==> src/rtl/sb_config_pkg.sv <==
// rtl/sb_config_pkg.sv - shared types and widths for the switch-box config sequencer
package sb_config_pkg;

    typedef enum logic [1:0] {
        IDLE   = 2'd0,
        WRITE  = 2'd1,
        SETTLE = 2'd2,
        DONE   = 2'd3
    } sb_seq_state_t;

    localparam int SB_CFG_DATA_WIDTH    = 32;
    localparam int SB_WRITE_COUNT_WIDTH = 16;

endpackage

==> src/rtl/sb_config_sequencer_if.sv <==
// rtl/sb_config_sequencer_if.sv - upstream (addr, word, last) valid/ready stream into the sequencer
interface sb_config_sequencer_if
    import sb_config_pkg::*;
#(
    parameter int ADDR_WIDTH = 8
);
    logic                         cfg_valid;
    logic                         cfg_ready;
    logic [ADDR_WIDTH-1:0]        cfg_addr;
    logic [SB_CFG_DATA_WIDTH-1:0] cfg_data;
    logic                         cfg_last;

    modport master (
        output cfg_valid, cfg_addr, cfg_data, cfg_last,
        input  cfg_ready
    );

    modport slave (
        input  cfg_valid, cfg_addr, cfg_data, cfg_last,
        output cfg_ready
    );
endinterface

==> src/rtl/cfg_onehot_decoder.sv <==
// rtl/cfg_onehot_decoder.sv - tile index to one-hot strobe decoder with out-of-range flag
module cfg_onehot_decoder #(
    parameter int ADDR_WIDTH = 8,
    parameter int NUM_TILES  = 16
) (
    input  logic [ADDR_WIDTH-1:0] addr,
    input  logic                  en,
    output logic [NUM_TILES-1:0]  onehot,
    output logic                  out_of_range
);

    // One extra bit keeps the compare valid when NUM_TILES == 2**ADDR_WIDTH.
    localparam logic [ADDR_WIDTH:0] TILE_LIMIT = (ADDR_WIDTH + 1)'(NUM_TILES);

    assign out_of_range = ({1'b0, addr} >= TILE_LIMIT);

    always_comb begin
        onehot = '0;
        for (int i = 0; i < NUM_TILES; i++) begin
            if (en && ({1'b0, addr} == (ADDR_WIDTH + 1)'(i))) begin
                onehot[i] = 1'b1;
            end
        end
    end

endmodule

==> src/rtl/sb_config_sequencer.sv <==
// rtl/sb_config_sequencer.sv - writes config words into switch boxes with a one-hot strobe and settle window
module sb_config_sequencer
    import sb_config_pkg::*;
#(
    parameter int NUM_TILES     = 16,
    parameter int ADDR_WIDTH    = 8,
    parameter int SETTLE_CYCLES = 2
) (
    input  logic                            clk,
    input  logic                            reset,
    sb_config_sequencer_if.slave            cfg,
    output logic [SB_CFG_DATA_WIDTH-1:0]    config_data,
    output logic [NUM_TILES-1:0]            config_en,
    output logic                            busy,
    output logic                            done,
    output logic                            err_addr,
    input  logic                            err_clear,
    output logic [SB_WRITE_COUNT_WIDTH-1:0] write_count
);

    localparam int CNT_W = (SETTLE_CYCLES > 1) ? $clog2(SETTLE_CYCLES) : 1;
    localparam logic [CNT_W-1:0] SETTLE_LOAD =
        (SETTLE_CYCLES > 0) ? CNT_W'(SETTLE_CYCLES - 1) : '0;

    sb_seq_state_t                   state_q, state_d;
    logic                            last_q;
    logic [CNT_W-1:0]                settle_cnt_q;
    logic [SB_CFG_DATA_WIDTH-1:0]    config_data_q;
    logic [NUM_TILES-1:0]            config_en_q;
    logic [SB_WRITE_COUNT_WIDTH-1:0] write_count_q;
    logic                            err_addr_q;
    logic                            transfer;
    logic                            addr_oor;
    logic [NUM_TILES-1:0]            strobe_d;

    assign transfer = cfg.cfg_valid && (state_q == IDLE);

    cfg_onehot_decoder #(
        .ADDR_WIDTH (ADDR_WIDTH),
        .NUM_TILES  (NUM_TILES)
    ) u_decoder (
        .addr         (cfg.cfg_addr),
        .en           (transfer),
        .onehot       (strobe_d),
        .out_of_range (addr_oor)
    );

    always_ff @(posedge clk or posedge reset) begin
        if (reset) begin
            state_q <= IDLE;
        end else begin
            state_q <= state_d;
        end
    end

    always_comb begin
        state_d = state_q;
        case (state_q)
            IDLE: begin
                if (transfer) begin
                    if (!addr_oor)            state_d = WRITE;
                    else if (cfg.cfg_last)    state_d = DONE;
                end
            end
            WRITE: begin
                if (SETTLE_CYCLES > 0)        state_d = SETTLE;
                else if (last_q)              state_d = DONE;
                else                          state_d = IDLE;
            end
            SETTLE: begin
                if (settle_cnt_q == '0)       state_d = last_q ? DONE : IDLE;
            end
            DONE:    state_d = IDLE;
            default: state_d = IDLE;
        endcase
    end

    // The strobe is registered straight from the decoder, so it is only ever
    // set on the accepting edge and cleared on the next one.
    always_ff @(posedge clk or posedge reset) begin
        if (reset) begin
            last_q        <= 1'b0;
            settle_cnt_q  <= '0;
            config_data_q <= '0;
            config_en_q   <= '0;
            write_count_q <= '0;
            err_addr_q    <= 1'b0;
        end else begin
            config_en_q <= strobe_d;
            if (transfer) begin
                config_data_q <= cfg.cfg_data;
                last_q        <= cfg.cfg_last;
            end
            if (state_q == WRITE) begin
                settle_cnt_q <= SETTLE_LOAD;
            end else if ((state_q == SETTLE) && (settle_cnt_q != '0)) begin
                settle_cnt_q <= settle_cnt_q - CNT_W'(1);
            end
            if ((state_q == WRITE) && (write_count_q != '1)) begin
                write_count_q <= write_count_q + SB_WRITE_COUNT_WIDTH'(1);
            end
            if (transfer && addr_oor) begin
                err_addr_q <= 1'b1;
            end else if (err_clear) begin
                err_addr_q <= 1'b0;
            end
        end
    end

    assign cfg.cfg_ready = (state_q == IDLE);
    assign busy          = (state_q != IDLE);
    assign done          = (state_q == DONE);
    assign config_data   = config_data_q;
    assign config_en     = config_en_q;
    assign err_addr      = err_addr_q;
    assign write_count   = write_count_q;

endmodule

==> src/flat_wrapper.sv <==
// flat-port wrapper written by rule: the top's interface ports become plain ports
module sb_config_sequencer_flat import sb_config_pkg::*;
#(
    parameter int NUM_TILES     = 16,
    parameter int ADDR_WIDTH    = 8,
    parameter int SETTLE_CYCLES = 2
)
  (clk, reset, config_data, config_en, busy, done, err_addr, err_clear, write_count, cfg_cfg_valid, cfg_cfg_addr, cfg_cfg_data, cfg_cfg_last, cfg_cfg_ready);
  sb_config_sequencer_if #(.ADDR_WIDTH(ADDR_WIDTH)) cfg_i ();
  input  logic clk;
  input  logic reset;
  output logic [SB_CFG_DATA_WIDTH-1:0] config_data;
  output logic [NUM_TILES-1:0] config_en;
  output logic busy;
  output logic done;
  output logic err_addr;
  input  logic err_clear;
  output logic [SB_WRITE_COUNT_WIDTH-1:0] write_count;
  input wire logic [$bits(cfg_i.cfg_valid)-1:0] cfg_cfg_valid;
  input wire logic [$bits(cfg_i.cfg_addr)-1:0] cfg_cfg_addr;
  input wire logic [$bits(cfg_i.cfg_data)-1:0] cfg_cfg_data;
  input wire logic [$bits(cfg_i.cfg_last)-1:0] cfg_cfg_last;
  output wire logic [$bits(cfg_i.cfg_ready)-1:0] cfg_cfg_ready;
  assign cfg_i.cfg_valid = cfg_cfg_valid;
  assign cfg_i.cfg_addr = cfg_cfg_addr;
  assign cfg_i.cfg_data = cfg_cfg_data;
  assign cfg_i.cfg_last = cfg_cfg_last;
  assign cfg_cfg_ready = cfg_i.cfg_ready;
  sb_config_sequencer #(.NUM_TILES(NUM_TILES), .ADDR_WIDTH(ADDR_WIDTH), .SETTLE_CYCLES(SETTLE_CYCLES)) u_core (.clk(clk), .reset(reset), .cfg(cfg_i), .config_data(config_data), .config_en(config_en), .busy(busy), .done(done), .err_addr(err_addr), .err_clear(err_clear), .write_count(write_count));
endmodule
==> config.mk <==
export PLATFORM = sky130hd
export DESIGN_NAME = sb_config_sequencer_flat
export DESIGN_NICKNAME = d
export VERILOG_FILES = /design/src/rtl/sb_config_pkg.sv /design/src/rtl/sb_config_sequencer_if.sv /design/src/rtl/cfg_onehot_decoder.sv /design/src/rtl/sb_config_sequencer.sv /design/src/flat_wrapper.sv
export SDC_FILE = /design/constraint.sdc
export NUM_CORES = 1
export LEC_CHECK = 0
export ABC_AREA = 0
export CAP_MARGIN = 10
export CORE_MARGIN = 4
export CORE_UTILIZATION = 43
export DETAILED_ROUTE_END_ITERATION = 16
export GPL_TIMING_DRIVEN = 0
export PLACE_DENSITY_LB_ADDON = 0.05
export SETUP_SLACK_MARGIN = 0.15
export SYNTH_ARGS = -nofsm -noshare
export SYNTH_HDL_FRONTEND = slang
export SYNTH_SLANG_ARGS = --single-unit
==> constraint.sdc <==
create_clock -name clk -period 2.4 [get_ports clk]
set_input_delay 0.48 -clock clk [delete_from_list [all_inputs] [get_ports clk]]
set_output_delay 0.48 -clock clk [all_outputs]
set_load 0.005 [all_outputs]
==> results by group <==
Critical path
  • Crit Path Max Fanout: 9
  • Worst endpoint required time: 1.92 ns
  • Crit Path Category: register to primary output
  • Worst setup EP type: primary output
  • Startpoint Class: register
  • Critical Path AT: about 1.5 ns

Power and ir drop
  • Comb pwr share: 38.3%
  • Internal power: 2990 uW
  • Seq pwr share: between 40% and 50%
  • Static leakage: 0.001724 uW
  • Sw power: 1117 uW
  • Max VDD drop: 607.5 uV
  • PwrDens: 979.4 mW/mm2
  • Clock network fraction of design power: about a fifth
  • Net Sw Frac: 27.19%

GRT
  • Global-route wire length before repair: 9.494 mm
  • Largest net degree at the start of global routing: 70
  • Number of global-route vias before repair: 2036
  • Initial antenna violation count: 0
  • Grt total ovfl: 0
  • Total GRT Usage: 15.92%

Timing
  • RSZ-0062 raised after global routing: no
  • Post-route setup slack: 0.3870 ns
  • Final Slew Violations: 0
  • Setup TNS: 0 ns
  • Worst Tran Pin Value: between 0.8 and 0.9 ns
  • # setup viols final: 0
  • Final period util: 83.88%
  • Rel. slew slack: 43.54%
  • Post-route minimum period: roughly 2 ns
  • F_max: around 500 MHz
  • Clock skew: 0.006183 ns
  • Hold Vio Cnt, Final: 0

Floorplanning
  • Ports: 113
  • Core Region: approximately 0.0063 mm2
  • Row count: 29
  • Die X: 88.90 um
  • Die Y: 88.90 um
  • Initial Util: 44.32%
  • Die area: 0.007902 mm2

Synthesis
  • Seq cells post-synth: 69
  • Post-synth EDFFs: 0
  • Post-Synthesis Cell Area: 0.002814 mm2
  • Cells after Synth: 205
  • Asr flop ratio synth: 100.0%
  • Ys flop type: dfrtp_1
  • Post-synthesis sequential area ratio: 61.36%
  • Post-synth cell types: 35
  • Synth warn: 0
  • Synth Net Count: 251
  • Synth Area per Inst: 13.73 um2

Clocking
  • H-tree depth: 3
  • CTS clock-pin slew for the worst setup and hold paths: 0.06 ns
  • Post-CTS sizing: 0
  • CTS max path bufs: 2
  • Post-CTS setup buffers: 0
  • Skew-Pair Late Insertion Delay: about 0.33 ns
  • Clock sinks: 69
  • Root Driver: clkbuf_8
  • # hold bufs at CTS: 0
  • CTS Buf Count: 9
  • CTS tree: done

Route
  • Vias: just over 2k
  • Wirelength per Cell: 15.01 um
  • DRT iter0 DRCs: 46
  • Initial DRT Pass Iterations: 3
  • Antenna Nets Post-Route: 0
  • Routed WL: 6.138 mm
  • Via-to-Cell Ratio: 4.951
  • DRC violations left: 0

Final layout
  • Fraction of layout cells with a size suffix above 1: 19.28%
  • Final core utilization: about two thirds
  • Diodes inserted: 0
  • Final net count: 374
  • Area delta synth->final: 49.00%

Outcome
  • Status: finished, final reports clean

Hold path
  • Worst Hold Class: register to register

Placed design
  • Buffers on Ports: 112
  • Setup WS pre-CTS: 0.3135 ns
  • Hpwl dp: 4.449 mm
  • Gpl congestion: 0.7641

Run
  • Max Cap Viol: 0
-- routing by layer --
metal / track usage [%] / wire (um) / vias up / part of all wire, %
met5: 0 / 0 / - / 0
met1: 18.42 / 2424 / 985 / 39
met3: 6.820 / 640 / 6 / 10
met4: 6.593 / 58 / 0 / 0.94
li1: - / - / 960 / -
met2: 25.98 / 3014 / 74 / 49
-- Yosys cell counts, types with 2 or more instances --
library cell	instances	share of area (%)
xnor2_1	11	3.4
nand3_1	5	0.89
nand2b_1	2	0.44
nor2_1	20	2.7
buf_4	2	0.53
o21ai_0	3	0.53
dfrtp_1	69	61
xor2_1	3	0.93
nand4b_1	2	0.62
mux2_2	34	14
and4_4	2	0.80
nand2_1	11	1.5
nand4_1	9	2.0
nor4_1	2	0.44
nor3_1	3	0.53
buf_6	4	1.6
nor3_2	2	0.71
inv_1	4	0.53
-- path summary, 6_finish.rpt --
check	start	to	slack, ns	cells after the start
setup / recovery	u_core.state_q[1]	cfg_cfg_ready	0.39	3
hold / removal	u_core.config_data[15]	u_core.config_data[15]	0.50	1
setup reg to reg	u_core.write_count[0]	u_core.write_count[1]	0.62	4
hold reg to reg	u_core.config_data[15]	u_core.config_data[15]	0.50	1
max in group asynchronous	reset	u_core.config_data[16]	1.17	2
min in group asynchronous	reset	u_core.write_count[12]	0.69	2
-- area by class of cell --
| cell class | instances | area [um2] |
|---|---|---|
| tap | 77 | 96.34 |
| fill | 533 | 2157 |
| clock buffer | 13 | 148.9 |
| timing repair buffer | 112 | 1121 |
| multi-input combinational | 126 | 1012 |
| sequential | 69 | 1727 |
| clock inverter | 2 | 10.01 |
| buffer | 6 | 60.06 |
| inverter | 4 | 17.52 |
-- registers in the layout, summed over array words and instances, names as in the netlist --
signal and cells:
u_core.config_data 32, u_core.config_en 16, u_core.write_count 16, u_core.state_q 2
u_core.err_addr 1, u_core.last_q 1, u_core.settle_cnt_q 1
-- through the flow --
step                hold slack [ns]  instances  total power, uW  area [um2]
floorplan                    0.4879        205             2438        2814
global placement             0.4887        394             3318        4031
detailed placement           0.4945        394             3356        4034
CTS                          0.5094        409             4166        4193
global route                 0.5144        409             4382        4193
finish                       0.5050        409             4106        4193
-- worst max-delay path: stages (launching register included) --
cell             delay [ns]
dfrtp_1                0.37
buf_6                  0.14
nor2_1                 0.14
clkdlybuf4s50_1        0.55
-- power by group through the flow --
stage	Clock (uW)	Combinational (uW)	Sequential, uW
floorplan	0	669	1770
global placement	0	1580	1740
detailed placement	0	1600	1760
CTS	822	1610	1740
global route	884	1720	1780
finish	800	1570	1730
-- kinds of logic (layout without fill, tap and decap cells) --
| kind of cell | Yosys count | in the layout | share of synthesized area, % |
|---|---|---|---|
| buffers and inverters | 10 | 137 | 2.667 |
| XOR/XNOR | 14 | 14 | 4.358 |
| adder cells (fa/ha/maj) | 1 | 1 | 0.4446 |
| flip-flops | 69 | 69 | 61.36 |
| multiplexers | 34 | 34 | 13.61 |
| AND/OR/NAND/NOR | 68 | 68 | 14.54 |
| AO/OA/AOI/OAI | 9 | 9 | 3.024 |
-- cells in the final DEF, fill, tap and decap left out, types with 3 or more instances in the layout --
master,Yosys,layout
nand3_1,5,5
nor3_1,3,3
clkbuf_1,0,3
nand2_1,11,11
mux2_2,34,34
nand4_1,9,9
xnor2_1,11,11
buf_6,4,4
o21ai_0,3,3
clkdlybuf4s50_1,0,112
nor2_1,20,20
inv_1,4,3
dfrtp_1,69,69
clkbuf_8,0,10
xor2_1,3,3
No activity file was read; power rests on OpenSTA's default activity.
